File: src/rtl/sp_arbiter_ctrl_if.sv
// Bundle of requester handshakes, stack RAM port and status flags for sp_arbiter_ctrl.
// The slave modport is the controller side; the master modport is the requester/RAM side.
interface sp_arbiter_ctrl_if #(
   parameter int SP_W   = 5,
   parameter int DATA_W = 32
) ();
   logic              a_req;
   logic              a_op;
   logic [DATA_W-1:0] a_wdata;
   logic              a_gnt;
   logic              a_done;
   logic              a_err;
   logic [DATA_W-1:0] a_rdata;

   logic              b_req;
   logic              b_op;
   logic [DATA_W-1:0] b_wdata;
   logic              b_gnt;
   logic              b_done;
   logic              b_err;
   logic [DATA_W-1:0] b_rdata;

   logic              mem_we;
   logic              mem_re;
   logic [SP_W-1:0]   mem_addr;
   logic [DATA_W-1:0] mem_wdata;
   logic [DATA_W-1:0] mem_rdata;

   logic [SP_W-1:0]   sp_out;
   logic              full;
   logic              empty;
   logic              fault;
   logic              fault_clr;

   modport slave (
      input  a_req, a_op, a_wdata, b_req, b_op, b_wdata, mem_rdata, fault_clr,
      output a_gnt, a_done, a_err, a_rdata, b_gnt, b_done, b_err, b_rdata,
      output mem_we, mem_re, mem_addr, mem_wdata, sp_out, full, empty, fault
   );

   modport master (
      output a_req, a_op, a_wdata, b_req, b_op, b_wdata, mem_rdata, fault_clr,
      input  a_gnt, a_done, a_err, a_rdata, b_gnt, b_done, b_err, b_rdata,
      input  mem_we, mem_re, mem_addr, mem_wdata, sp_out, full, empty, fault
   );
endinterface

File: src/rtl/sp_arbiter_ctrl.sv
// Stack pointer owner that shares one synchronous stack RAM between two round-robin
// requesters (A = decode PUSH/POP, B = branch CALL/RET), flagging over/underflow.
module sp_arbiter_ctrl #(
   parameter int SP_W   = 5,
   parameter int DATA_W = 32
) (
   input  logic             clk,
   input  logic             rst_n,
   sp_arbiter_ctrl_if.slave bus
);
   typedef enum logic [2:0] {IDLE, PUSH, POP_RD, POP_CAP, REJECT} state_t;

   localparam logic [SP_W-1:0] SP_ONE = SP_W'(1);

   state_t            state_reg, state_next;
   logic [SP_W-1:0]   sp_reg, sp_next;
   logic              last_reg, last_next;      // 0 = A, 1 = B
   logic              fault_reg, fault_next;
   logic [1:0]        gnt_reg, gnt_next;
   logic [1:0]        done_reg, done_next;
   logic [1:0]        err_reg, err_next;
   logic [DATA_W-1:0] rdata_reg  [2];
   logic [DATA_W-1:0] rdata_next [2];
   logic              mem_we_reg, mem_we_next;
   logic              mem_re_reg, mem_re_next;
   logic [SP_W-1:0]   mem_addr_reg, mem_addr_next;
   logic [DATA_W-1:0] mem_wdata_reg, mem_wdata_next;

   logic [1:0]        req;
   logic              sel;
   logic              sel_op;
   logic [DATA_W-1:0] sel_wdata;
   logic              full;
   logic              empty;

   assign req       = {bus.b_req, bus.a_req};
   // On contention the side that did not win last time goes first.
   assign sel       = (&req) ? ~last_reg : req[1];
   assign sel_op    = sel ? bus.b_op    : bus.a_op;
   assign sel_wdata = sel ? bus.b_wdata : bus.a_wdata;
   assign full      = (sp_reg == '1);
   assign empty     = (sp_reg == '0);

   always_comb begin
      state_next     = state_reg;
      sp_next        = sp_reg;
      last_next      = last_reg;
      fault_next     = fault_reg & ~bus.fault_clr;
      gnt_next       = '0;
      done_next      = '0;
      err_next       = '0;
      rdata_next     = rdata_reg;
      mem_we_next    = 1'b0;
      mem_re_next    = 1'b0;
      mem_addr_next  = mem_addr_reg;
      mem_wdata_next = mem_wdata_reg;

      case (state_reg)
         IDLE: begin
            if (|req) begin
               gnt_next[sel] = 1'b1;
               last_next     = sel;
               if (!sel_op) begin
                  if (full) begin
                     state_next = REJECT;
                  end else begin
                     state_next     = PUSH;
                     mem_we_next    = 1'b1;
                     mem_addr_next  = sp_reg;
                     mem_wdata_next = sel_wdata;
                  end
               end else begin
                  if (empty) begin
                     state_next = REJECT;
                  end else begin
                     state_next    = POP_RD;
                     mem_re_next   = 1'b1;
                     mem_addr_next = sp_reg - SP_ONE;
                  end
               end
            end
         end
         PUSH: begin
            sp_next             = sp_reg + SP_ONE;
            done_next[last_reg] = 1'b1;
            state_next          = IDLE;
         end
         POP_RD: begin
            sp_next    = sp_reg - SP_ONE;
            state_next = POP_CAP;
         end
         POP_CAP: begin
            rdata_next[last_reg] = bus.mem_rdata;
            done_next[last_reg]  = 1'b1;
            state_next           = IDLE;
         end
         REJECT: begin
            // Setting overrides a simultaneous fault_clr.
            fault_next          = 1'b1;
            done_next[last_reg] = 1'b1;
            err_next[last_reg]  = 1'b1;
            state_next          = IDLE;
         end
         default: state_next = IDLE;
      endcase
   end

   always_ff @(posedge clk or negedge rst_n) begin
      if (!rst_n) begin
         state_reg     <= IDLE;
         sp_reg        <= '0;
         last_reg      <= 1'b1;
         fault_reg     <= 1'b0;
         gnt_reg       <= '0;
         done_reg      <= '0;
         err_reg       <= '0;
         mem_we_reg    <= 1'b0;
         mem_re_reg    <= 1'b0;
         mem_addr_reg  <= '0;
         mem_wdata_reg <= '0;
      end else begin
         state_reg     <= state_next;
         sp_reg        <= sp_next;
         last_reg      <= last_next;
         fault_reg     <= fault_next;
         gnt_reg       <= gnt_next;
         done_reg      <= done_next;
         err_reg       <= err_next;
         mem_we_reg    <= mem_we_next;
         mem_re_reg    <= mem_re_next;
         mem_addr_reg  <= mem_addr_next;
         mem_wdata_reg <= mem_wdata_next;
      end
   end

   genvar gi;
   for (gi = 0; gi < 2; gi++) begin : g_rdata
      always_ff @(posedge clk or negedge rst_n) begin
         if (!rst_n) rdata_reg[gi] <= '0;
         else        rdata_reg[gi] <= rdata_next[gi];
      end
   end

   assign bus.a_gnt     = gnt_reg[0];
   assign bus.a_done    = done_reg[0];
   assign bus.a_err     = err_reg[0];
   assign bus.a_rdata   = rdata_reg[0];
   assign bus.b_gnt     = gnt_reg[1];
   assign bus.b_done    = done_reg[1];
   assign bus.b_err     = err_reg[1];
   assign bus.b_rdata   = rdata_reg[1];
   assign bus.mem_we    = mem_we_reg;
   assign bus.mem_re    = mem_re_reg;
   assign bus.mem_addr  = mem_addr_reg;
   assign bus.mem_wdata = mem_wdata_reg;
   assign bus.sp_out    = sp_reg;
   assign bus.full      = full;
   assign bus.empty     = empty;
   assign bus.fault     = fault_reg;
endmodule

File: src/flat_wrapper.sv
// flat-port wrapper written by rule: the top's interface ports become plain ports
module sp_arbiter_ctrl_flat 
#(
   parameter int SP_W   = 5,
   parameter int DATA_W = 32
)
  (clk, rst_n, bus_a_req, bus_a_op, bus_a_wdata, bus_b_req, bus_b_op, bus_b_wdata, bus_mem_rdata, bus_fault_clr, bus_a_gnt, bus_a_done, bus_a_err, bus_a_rdata, bus_b_gnt, bus_b_done, bus_b_err, bus_b_rdata, bus_mem_we, bus_mem_re, bus_mem_addr, bus_mem_wdata, bus_sp_out, bus_full, bus_empty, bus_fault);
  sp_arbiter_ctrl_if #(.SP_W(SP_W), .DATA_W(DATA_W)) bus_i ();
  input  logic clk;
  input  logic rst_n;
  input wire logic [$bits(bus_i.a_req)-1:0] bus_a_req;
  input wire logic [$bits(bus_i.a_op)-1:0] bus_a_op;
  input wire logic [$bits(bus_i.a_wdata)-1:0] bus_a_wdata;
  input wire logic [$bits(bus_i.b_req)-1:0] bus_b_req;
  input wire logic [$bits(bus_i.b_op)-1:0] bus_b_op;
  input wire logic [$bits(bus_i.b_wdata)-1:0] bus_b_wdata;
  input wire logic [$bits(bus_i.mem_rdata)-1:0] bus_mem_rdata;
  input wire logic [$bits(bus_i.fault_clr)-1:0] bus_fault_clr;
  output wire logic [$bits(bus_i.a_gnt)-1:0] bus_a_gnt;
  output wire logic [$bits(bus_i.a_done)-1:0] bus_a_done;
  output wire logic [$bits(bus_i.a_err)-1:0] bus_a_err;
  output wire logic [$bits(bus_i.a_rdata)-1:0] bus_a_rdata;
  output wire logic [$bits(bus_i.b_gnt)-1:0] bus_b_gnt;
  output wire logic [$bits(bus_i.b_done)-1:0] bus_b_done;
  output wire logic [$bits(bus_i.b_err)-1:0] bus_b_err;
  output wire logic [$bits(bus_i.b_rdata)-1:0] bus_b_rdata;
  output wire logic [$bits(bus_i.mem_we)-1:0] bus_mem_we;
  output wire logic [$bits(bus_i.mem_re)-1:0] bus_mem_re;
  output wire logic [$bits(bus_i.mem_addr)-1:0] bus_mem_addr;
  output wire logic [$bits(bus_i.mem_wdata)-1:0] bus_mem_wdata;
  output wire logic [$bits(bus_i.sp_out)-1:0] bus_sp_out;
  output wire logic [$bits(bus_i.full)-1:0] bus_full;
  output wire logic [$bits(bus_i.empty)-1:0] bus_empty;
  output wire logic [$bits(bus_i.fault)-1:0] bus_fault;
  assign bus_i.a_req = bus_a_req;
  assign bus_i.a_op = bus_a_op;
  assign bus_i.a_wdata = bus_a_wdata;
  assign bus_i.b_req = bus_b_req;
  assign bus_i.b_op = bus_b_op;
  assign bus_i.b_wdata = bus_b_wdata;
  assign bus_i.mem_rdata = bus_mem_rdata;
  assign bus_i.fault_clr = bus_fault_clr;
  assign bus_a_gnt = bus_i.a_gnt;
  assign bus_a_done = bus_i.a_done;
  assign bus_a_err = bus_i.a_err;
  assign bus_a_rdata = bus_i.a_rdata;
  assign bus_b_gnt = bus_i.b_gnt;
  assign bus_b_done = bus_i.b_done;
  assign bus_b_err = bus_i.b_err;
  assign bus_b_rdata = bus_i.b_rdata;
  assign bus_mem_we = bus_i.mem_we;
  assign bus_mem_re = bus_i.mem_re;
  assign bus_mem_addr = bus_i.mem_addr;
  assign bus_mem_wdata = bus_i.mem_wdata;
  assign bus_sp_out = bus_i.sp_out;
  assign bus_full = bus_i.full;
  assign bus_empty = bus_i.empty;
  assign bus_fault = bus_i.fault;
  sp_arbiter_ctrl #(.SP_W(SP_W), .DATA_W(DATA_W)) u_core (.clk(clk), .rst_n(rst_n), .bus(bus_i));
endmodule
File: config.mk
export PLATFORM = sky130hd
export DESIGN_NAME = sp_arbiter_ctrl_flat
export DESIGN_NICKNAME = d
export VERILOG_FILES = /design/src/rtl/sp_arbiter_ctrl_if.sv /design/src/rtl/sp_arbiter_ctrl.sv /design/src/flat_wrapper.sv
export SDC_FILE = /design/constraint.sdc
export NUM_CORES = 1
export LEC_CHECK = 0
export ABC_AREA = 1
export ABC_CLOCK_PERIOD_IN_PS = 1600
export CAP_MARGIN = 20
export CELL_PAD_IN_SITES_DETAIL_PLACEMENT = 0
export CELL_PAD_IN_SITES_GLOBAL_PLACEMENT = 1
export CORE_MARGIN = 1
export CORE_UTILIZATION = 27
export DETAILED_ROUTE_END_ITERATION = 12
export PLACE_DENSITY = 0.83
export RECOVER_POWER = 25
export SETUP_SLACK_MARGIN = 0.3
export SKIP_LAST_GASP = 1
export SLEW_MARGIN = 20
export SYNTH_ARGS = -nofsm -noshare
export SYNTH_HDL_FRONTEND = slang
export SYNTH_SLANG_ARGS = --single-unit
File: constraint.sdc
create_clock -name clk -period 1.6 [get_ports clk]
set_input_delay 0.32 -clock clk [delete_from_list [all_inputs] [get_ports clk]]
set_output_delay 0.32 -clock clk [all_outputs]
set_load 0.02 [all_outputs]
==> reports/results.md, run 1 <==
| Result | Value | Unit |
|---|---|---|
| Gpl congestion | 0.778 | - |
| Share of flip-flops with an asynchronous set or reset | 1.00 | - |
| Final antenna diode count | 0 | - |
| Crit path largest cell delay | 440 | ps |
| CTS H-tree depth | 4 | - |
| Tot GR Track Use | 0.188 | - |
| Minimum clock period | 1740 | ps |
| P&R area growth vs syn | 107 | % |
| Placed Cells | 1090 | - |
| Per-cell routed wire length | 17.0 | um |
| Final #Nets | 1094 | - |
| Number of maximum-capacitance constraint violations | 0 | - |
| Via count of the first global-routing pass | 5059 | - |
| Via count of the routed design | 5659 | - |
| Cell area after technology mapping | 0.00514 | sq mm |
| Status | finished, violations left | - |
| Clock Path Buffers | 2 | - |
| Total setup violations reported at the end of the flow | 41 | - |
| Drt initial violations | 215 | - |
| Number of warning messages in the yosys log | 0 | - |
| Setup repair after global routing missed its margin | yes | - |
| Kind of end point of the critical path | output port | - |
| Max Transition Viols Final | 0 | - |
| Final worst setup slack | -139 | ps |
| Clock network latency to the later pin of the worst-skew pair | 410 | ps |
| Effective utilization at floorplan | 0.275 | - |
| Fin Setup TNS | -3560 | ps |
| Peak VDD IR | 724 | uV |
| Number of top-level design ports | 220 | - |
| Dominant register cell in the synthesized netlist | dfrtp_1 | - |
| Dominant cells by area after synthesis | dfrtp_1 (57%), nand2_1 (22%), o21ai_0 (7.0%) | - |
| Cell occurring most often along the worst timing path | ha_4 | - |
| Final period utilization | 1.09 | - |
| Number of non-filler instances in the completed layout | 1234 | - |
| Placement Rows | 50 | - |
| Fraction of final layout cells sized beyond drive strength 1 | 0.484 | - |
| CTS tree | yes | - |
| Cell taking the most area after synthesis | dfrtp_1 | - |
| Number of flops mapped to enable cells by yosys | 0 | - |
| Worst slew margin | 0.571 | - |
| Type of the tightest min-delay check | input port to asynchronous set/reset pin | - |
| Antenna Violating Nets Remaining | 0 | - |
| Most used standard cell by instance count after synthesis | nand2_1 | - |
| Remaining global-route overflow | 0 | - |
| Final hold violations | 0 | - |
| Total core area | 0.0187 | sq mm |
| Clock Sink Count | 119 | - |
| Number of buffers created by CTS | 17 | - |
| Most instantiated cells after synthesis | nand2_1 (301), dfrtp_1 (118), o21ai_0 (72) | - |
| Net count after synthesis | 733 | - |
| Worst Path Arrival | 1420 | ps |
| Cells traversed along the worst timing path | ha_4, nand2_4, nor2_4, ha_4, buf_6 | - |
| First-pass GRT wire length | 28.1 | mm |
| Static Leak | 0.00540 | uW |
| FMAX | 575 | MHz |
| CP delay by family, top | flip-flops | - |
| Critical-path top delay cell | dfrtp_2 | - |
| Path type of the worst setup path | flip-flop to output port | - |
| Ratio of total power to cell area | 2130 | mW/mm^2 |
| Sequential share of the synthesized area | 0.580 | - |
| Area of the die | 0.0196 | sq mm |
| Highest fanout seen on the critical path | 4 | - |
| Antenna violations before repair | 0 | - |
| CP Buf/Inv Count | 1 | - |
| Die span in x | 140 | um |
| CP startpoint kind | flip-flop | - |
| Transition time at the pin with the least slew margin | 643 | ps |
| Data required time at the worst endpoint | 1280 | ps |
| Via density per instance | 4.59 | - |
| Root Buffer Master | clkbuf_16 | - |
| Drt first pass iters | 4 | - |
| Number of synthesized register bits | 119 | - |
| Gate Count Post-Synth | 626 | - |
| Layout Skew | 6.72 | ps |
| Fill cell instance count of the final layout | 1538 | - |
| Average instance area after synthesis | 8.20 | sq um |
| Area share of the largest cell type after synthesis | 0.575 | - |
| CTS clk-pin slew, worst paths | 60 | ps |
| Vertical extent of the die | 140 | um |
| DRC violation count after routing | 0 | - |
| Maximum number of pins on one net before global-route repair | 57 | - |
| Final Routed Wirelength | 21.0 | mm |
| Yosys cell types | 23 | - |
| Post-detail-place hpwl | 10.8 | mm |
| Count of input and output buffers | 219 | - |
| Failing checks | negative setup slack | - |
[logic make-up (layout without fill, tap and decap cells)]
| family | count (synthesis) | in the layout | synth area share |
|---|---|---|---|
| flops | 119 | 119 | 0.580 |
| simple gates | 345 | 345 | 0.267 |
| xor+xnor | 1 | 1 | 0.00171 |
| buf+inv | 78 | 452 | 0.0636 |
| compound gates | 79 | 79 | 0.0782 |
| fa+ha+maj | 4 | 4 | 0.00974 |
[placed cells by master (no fill, tap or decap), types with 8 or more instances in the layout]
cell,instances
buf_12,12
buf_16,13
buf_2,21
buf_4,102
buf_6,108
clkbuf_16,21
clkdlybuf4s50_1,101
dfrtp_1,112
inv_1,41
inv_2,10
nand2_1,204
nand2_2,55
nand2_4,42
nand3_1,13
nand3_2,8
nor2_1,10
o21ai_1,24
o21ai_2,45
[layout make-up]
cell class                      instances  area, sq um  share of cell area
Timing Repair Buffer                  367         3890               0.365
Sequential cell                       119         2990               0.280
Multi-Input combinational cell        429         2620               0.246
Clock buffer                           19          453              0.0425
Tap cell                              234          293              0.0275
Inverter                               53          223              0.0209
Clock inverter                         13          193              0.0181
[final timing paths]
check	cells past startpoint	slack, ps	from	endpoint
min reg2reg	2	460	u_core.bus.mem_wdata[10]	u_core.bus.mem_wdata[10]
max in group asynchronous	3	160	rst_n	u_core.bus.mem_wdata[11]
min in group clk	2	460	u_core.bus.mem_wdata[10]	u_core.bus.mem_wdata[10]
min	2	460	rst_n	u_core.bus.b_rdata[10]
max reg2reg	10	-130	u_core.bus.sp_out[0]	u_core.bus.mem_wdata[23]
max	5	-140	u_core.bus.sp_out[0]	bus_full
[per-stage QoR]
stage                     hold WS, ps   util  worst slack [ps]  cell area [sq um]  total power [uW]
after global placement            247  0.422              -188               7900             13700
after floorplan                  24.4      -             -86.1               5190              9440
after CTS                         348  0.491              -156               9180             18900
final                             463  0.569              -139              10700             22700
after detailed placement          248  0.422              -218               7900             13800
after global routing              465  0.569              -192              10700             23900
[power breakdown]
part | internal, uW | switching [uW] | total [uW]
registers | 4470 | 1210 | 5670
logic | 6490 | 6390 | 12900
clock network | 2710 | 1470 | 4180
total | 13700 | 9070 | 22700
[timing repair]
action	in CTS	in global routing
gates resized for setup	693	300
hold endpoints to repair	19	0
pin swaps	23	27
gates cloned	15	4
setup endpoints to repair	221	213
hold buffers	1	0
setup buffers	31	61
[per-layer routing]
layer  vias to the layer above  part of all wire  GRT usage  wire [um]
li1                       2682                 -          -          -
met1                      2684              0.40      0.231       8350
met2                       249              0.50      0.307      10500
met3                        44             0.082     0.0667       1720
met4                         0             0.023     0.0619        488
met5                         -                 0          0          0
Power figures use the tool's default switching activity.
==> run 2: changes to the inputs <==
--- a/config.mk
+++ b/config.mk
@@ -17,7 +17,7 @@
 export RECOVER_POWER = 25
 export SETUP_SLACK_MARGIN = 0.3
 export SKIP_LAST_GASP = 1
-export SLEW_MARGIN = 20
+export SLEW_MARGIN = 15
 export SYNTH_ARGS = -nofsm -noshare
 export SYNTH_HDL_FRONTEND = slang
 export SYNTH_SLANG_ARGS = --single-unit
==> results of run 2 <==
Final layout, timing and power as in run 1 (identical DEF).
==> run 3: changes to the inputs <==
--- a/config.mk
+++ b/config.mk
@@ -10,7 +10,7 @@
 export CAP_MARGIN = 20
 export CELL_PAD_IN_SITES_DETAIL_PLACEMENT = 0
 export CELL_PAD_IN_SITES_GLOBAL_PLACEMENT = 1
-export CORE_MARGIN = 1
+export CORE_MARGIN = 2
 export CORE_UTILIZATION = 27
 export DETAILED_ROUTE_END_ITERATION = 12
 export PLACE_DENSITY = 0.83
@@ -21,3 +21,4 @@
 export SYNTH_ARGS = -nofsm -noshare
 export SYNTH_HDL_FRONTEND = slang
 export SYNTH_SLANG_ARGS = --single-unit
+export TNS_END_PERCENT = 20
==> run 3 against run 2 <==
The flow still finishes with violations (negative setup slack). Sequential share of layout area up 6.3 points. Core utilization is 10 points lower. Flip-flop and latch count stayed put. Combinational power shrank 33%. Sequential power down 6.9%. Maximum frequency fell by 0.31%. Design area decreased by 18%. Critical path depth did not move. Clock skew increased by 0.67 ps. Die area is 2.9% higher. Via count down 15%. Cell count shrank 8.0%.
==> reports/results.md, run 3 (synthesis results as in run 1) <==
| Result | Value | Unit | Delta |
|---|---|---|---|
| Hold Crit Start | u_core.bus.mem_wdata[25] | - |  |
| Die span in x | 142 | um | +1.4% |
| Final hold violations | 0 | - | unchanged |
| Final Routed Wirelength | 15.0 | mm | -28% |
| Status | finished, violations left | - |  |
| CP startpoint kind | flip-flop | - |  |
| Worst setup slack after placement | -250 | ps | -32.4 ps |
| Antenna Violating Nets Remaining | 0 | - | unchanged |
| Cell area reported after detailed placement | 0.00787 | sq mm | -0.40% |
| Remaining global-route overflow | 0 | - | unchanged |
| Ratio of total power to cell area | 2070 | mW/mm^2 | -2.8% |
| Count of input and output buffers | 219 | - | unchanged |
| Hold WS | 467 | ps | +3.83 ps |
| Path type of the worst setup path | flip-flop to output port | - |  |
| Fraction of final layout cells sized beyond drive strength 1 | 0.145 | - | -0.339 |
| Effective utilization at floorplan | 0.275 | - | unchanged |
| Gpl congestion | 0.836 | - | +7.6% |
| CTS clk-pin slew, worst paths | 60 | ps | about the same |
| Number of top-level design ports | 220 | - | unchanged |
| Via count of the routed design | 4834 | - | -15% |
| Post-detail-place hpwl | 10.9 | mm | +0.55% |
| Worst Path Arrival | 1420 | ps | about the same |
| Number of cell instances on the worst register-to-register path | 10 | - | unchanged |
| Static Leak | 0.00436 | uW | -19% |
| CTS H-tree depth | 4 | - | unchanged |
| Drt initial violations | 177 | - | -18% |
| Root Buffer Master | clkbuf_16 | - |  |
| Type of the tightest min-delay check | flip-flop to flip-flop | - |  |
| Total core area | 0.0187 | sq mm | unchanged |
| Capture point of the worst reg-to-reg path | u_core.bus.mem_wdata[23] | - |  |
| Final worst setup slack | -144 | ps | -5.40 ps |
| Area of the die | 0.0201 | sq mm | +2.9% |
| Cells on Worst Hold Path | 2 | - |  |
| Core occupancy in the finished layout | 0.465 | - | -0.105 |
| Final #Nets | 995 | - | -9.0% |
| Failing checks | negative setup slack | - |  |
| Final antenna diode count | 0 | - | unchanged |
| Placement Rows | 50 | - | unchanged |
| Critical-path top delay cell | dfrtp_2 | - |  |
| Worst R2R Start | u_core.bus.sp_out[0] | - |  |
| Maximum number of pins on one net before global-route repair | 65 | - | +14% |
| Setup repair after global routing missed its margin | yes | - |  |
| First-pass GRT wire length | 23.4 | mm | -17% |
| P&R area growth vs syn | 69.2 | % |  |
| Max Transition Viols Final | 0 | - | unchanged |
| DRC violation count after routing | 0 | - | unchanged |
| Peak VDD IR | 646 | uV | -11% |
| Clock Path Buffers | 2 | - | unchanged |
| Worst slew margin | 0.491 | - | -0.0805 |
| Cell occurring most often along the worst timing path | inv_1 | - |  |
| Vertical extent of the die | 142 | um | +1.4% |
| Top library cells by usage in the layout, fill and taps aside | nand2_1 (295), clkdlybuf4s50_1 (195), dfrtp_1 (115) | - |  |
| Layout Skew | 7.39 | ps | +0.670 ps |
| Crit path largest cell delay | 430 | ps | about the same |
| FMAX | 573 | MHz | -0.31% |
| Minimum clock period | 1740 | ps | +5.40 ps |
| Drt first pass iters | 4 | - | unchanged |
| Reg2Reg Setup Slack | -140 | ps | about the same |
| Tot GR Track Use | 0.149 | - | -0.0391 |
| Number of maximum-capacitance constraint violations | 0 | - | unchanged |
| Commonest non-fill, non-tap cell in the layout | nand2_1 | - |  |
| End of the worst hold path | u_core.bus.mem_wdata[25] | - |  |
| Cells traversed along the worst timing path | inv_1, ha_2, nand3_2, inv_1, buf_4 | - |  |
| Fill cell instance count of the final layout | 1861 | - | +21% |
| Per-cell routed wire length | 13.2 | um | -22% |
| Transition time at the pin with the least slew margin | 764 | ps | +121 ps |
| Final period utilization | 1.09 | - | +0.00337 |
| Via count of the first global-routing pass | 4584 | - | -9.4% |
| Antenna violations before repair | 0 | - | unchanged |
| Data required time at the worst endpoint | 1280 | ps | about the same |
| Clock network latency to the later pin of the worst-skew pair | 410 | ps | about the same |
| CTS tree | yes | - |  |
| Total setup violations reported at the end of the flow | 129 | - | +210% |
| Highest fanout seen on the critical path | 3 | - | -1 |
| Total power of the final layout | 18000 | uW | -21% |
| Via density per instance | 4.26 | - | -7.1% |
| Kind of end point of the critical path | output port | - |  |
| Cell area after layout | 0.00869 | sq mm | -18% |
| Number of buffers created by CTS | 17 | - | unchanged |
| Clock Sink Count | 119 | - | unchanged |
-- run 3: cell count changes in the layout (fill, tap and decap cells not counted), moves of 45 or more --
cell / previous run / this run
clkdlybuf4s50_1: 101 / 195
nand2_1: 204 / 295
buf_6: 108 / 21
o21ai_0: 3 / 72
buf_4: 102 / 42
nand2_2: 55 / 5
o21ai_2: 45 / 0
-- run 3: timing repair --
item,CTS,global route
pin swaps,1,3
hold buffers,1,0
hold endpoints to repair,10,0
gates cloned,0,1
resized for setup,79,64
setup buffers,5,5
endpoints found under the setup margin,229,229
-- run 3: stage by stage --
step           cells  setup TNS (ps)
2_1_floorplan    626           -2640
3_3_place_gp    1091           -6270
3_5_place_dp    1091           -8460
4_1_cts         1129          -16770
5_1_grt         1135          -19910
6_report        1135          -12120
-- run 3: area by class of cell --
| cell class | count | area, sq um | area share |
|---|---|---|---|
| flip-flops and latches | 119 | 2980 | 0.343 |
| repair buffers | 268 | 2640 | 0.304 |
| multi-input cells | 429 | 1930 | 0.222 |
| clock buffers | 19 | 453 | 0.0521 |
| well taps | 234 | 293 | 0.0337 |
| inverters | 53 | 204 | 0.0235 |
| clock inverters | 13 | 194 | 0.0223 |
-- run 3: how the worst max path moves through the flow --
stage	slack [ps]	to	depth (start not counted)	startpoint
2_1_floorplan	-90	u_core.bus.mem_wdata[0]	10	u_core.bus.sp_out[0]
3_3_place_gp	-240	bus_full	5	u_core.bus.sp_out[1]
3_5_place_dp	-250	bus_full	5	u_core.bus.sp_out[1]
4_1_cts	-170	u_core.bus.mem_wdata[9]	10	u_core.bus.sp_out[0]
5_1_grt	-230	u_core.bus.mem_wdata[27]	10	u_core.bus.sp_out[0]
6_report	-140	bus_empty	5	u_core.bus.sp_out[0]
-- run 3: worst max-delay path: cells and delay by family (launching register included) --
| family | cells | cell delay, ps |
|---|---|---|
| buffers and inverters | 3 | 300 |
| flip-flops | 1 | 430 |
| adder cells (fa/ha/maj) | 1 | 200 |
| AND/OR/NAND/NOR | 1 | 90 |
-- run 3: report_power, final --
| part | switching, uW | internal (uW) | total (uW) | leakage (uW) |
|---|---|---|---|---|
| clock | 1420 | 2700 | 4120 | 0.000302 |
| combinational | 4590 | 4040 | 8630 | 0.00259 |
| sequential | 821 | 4450 | 5280 | 0.00147 |
-- run 3: layer usage --
metal  up-vias  global-route usage  share of wire
li1       2460                   -              -
met1      2176               0.189           0.43
met2       186               0.232           0.46
met3        12              0.0604          0.097
met4         0              0.0505          0.012
met5         -                   0              0
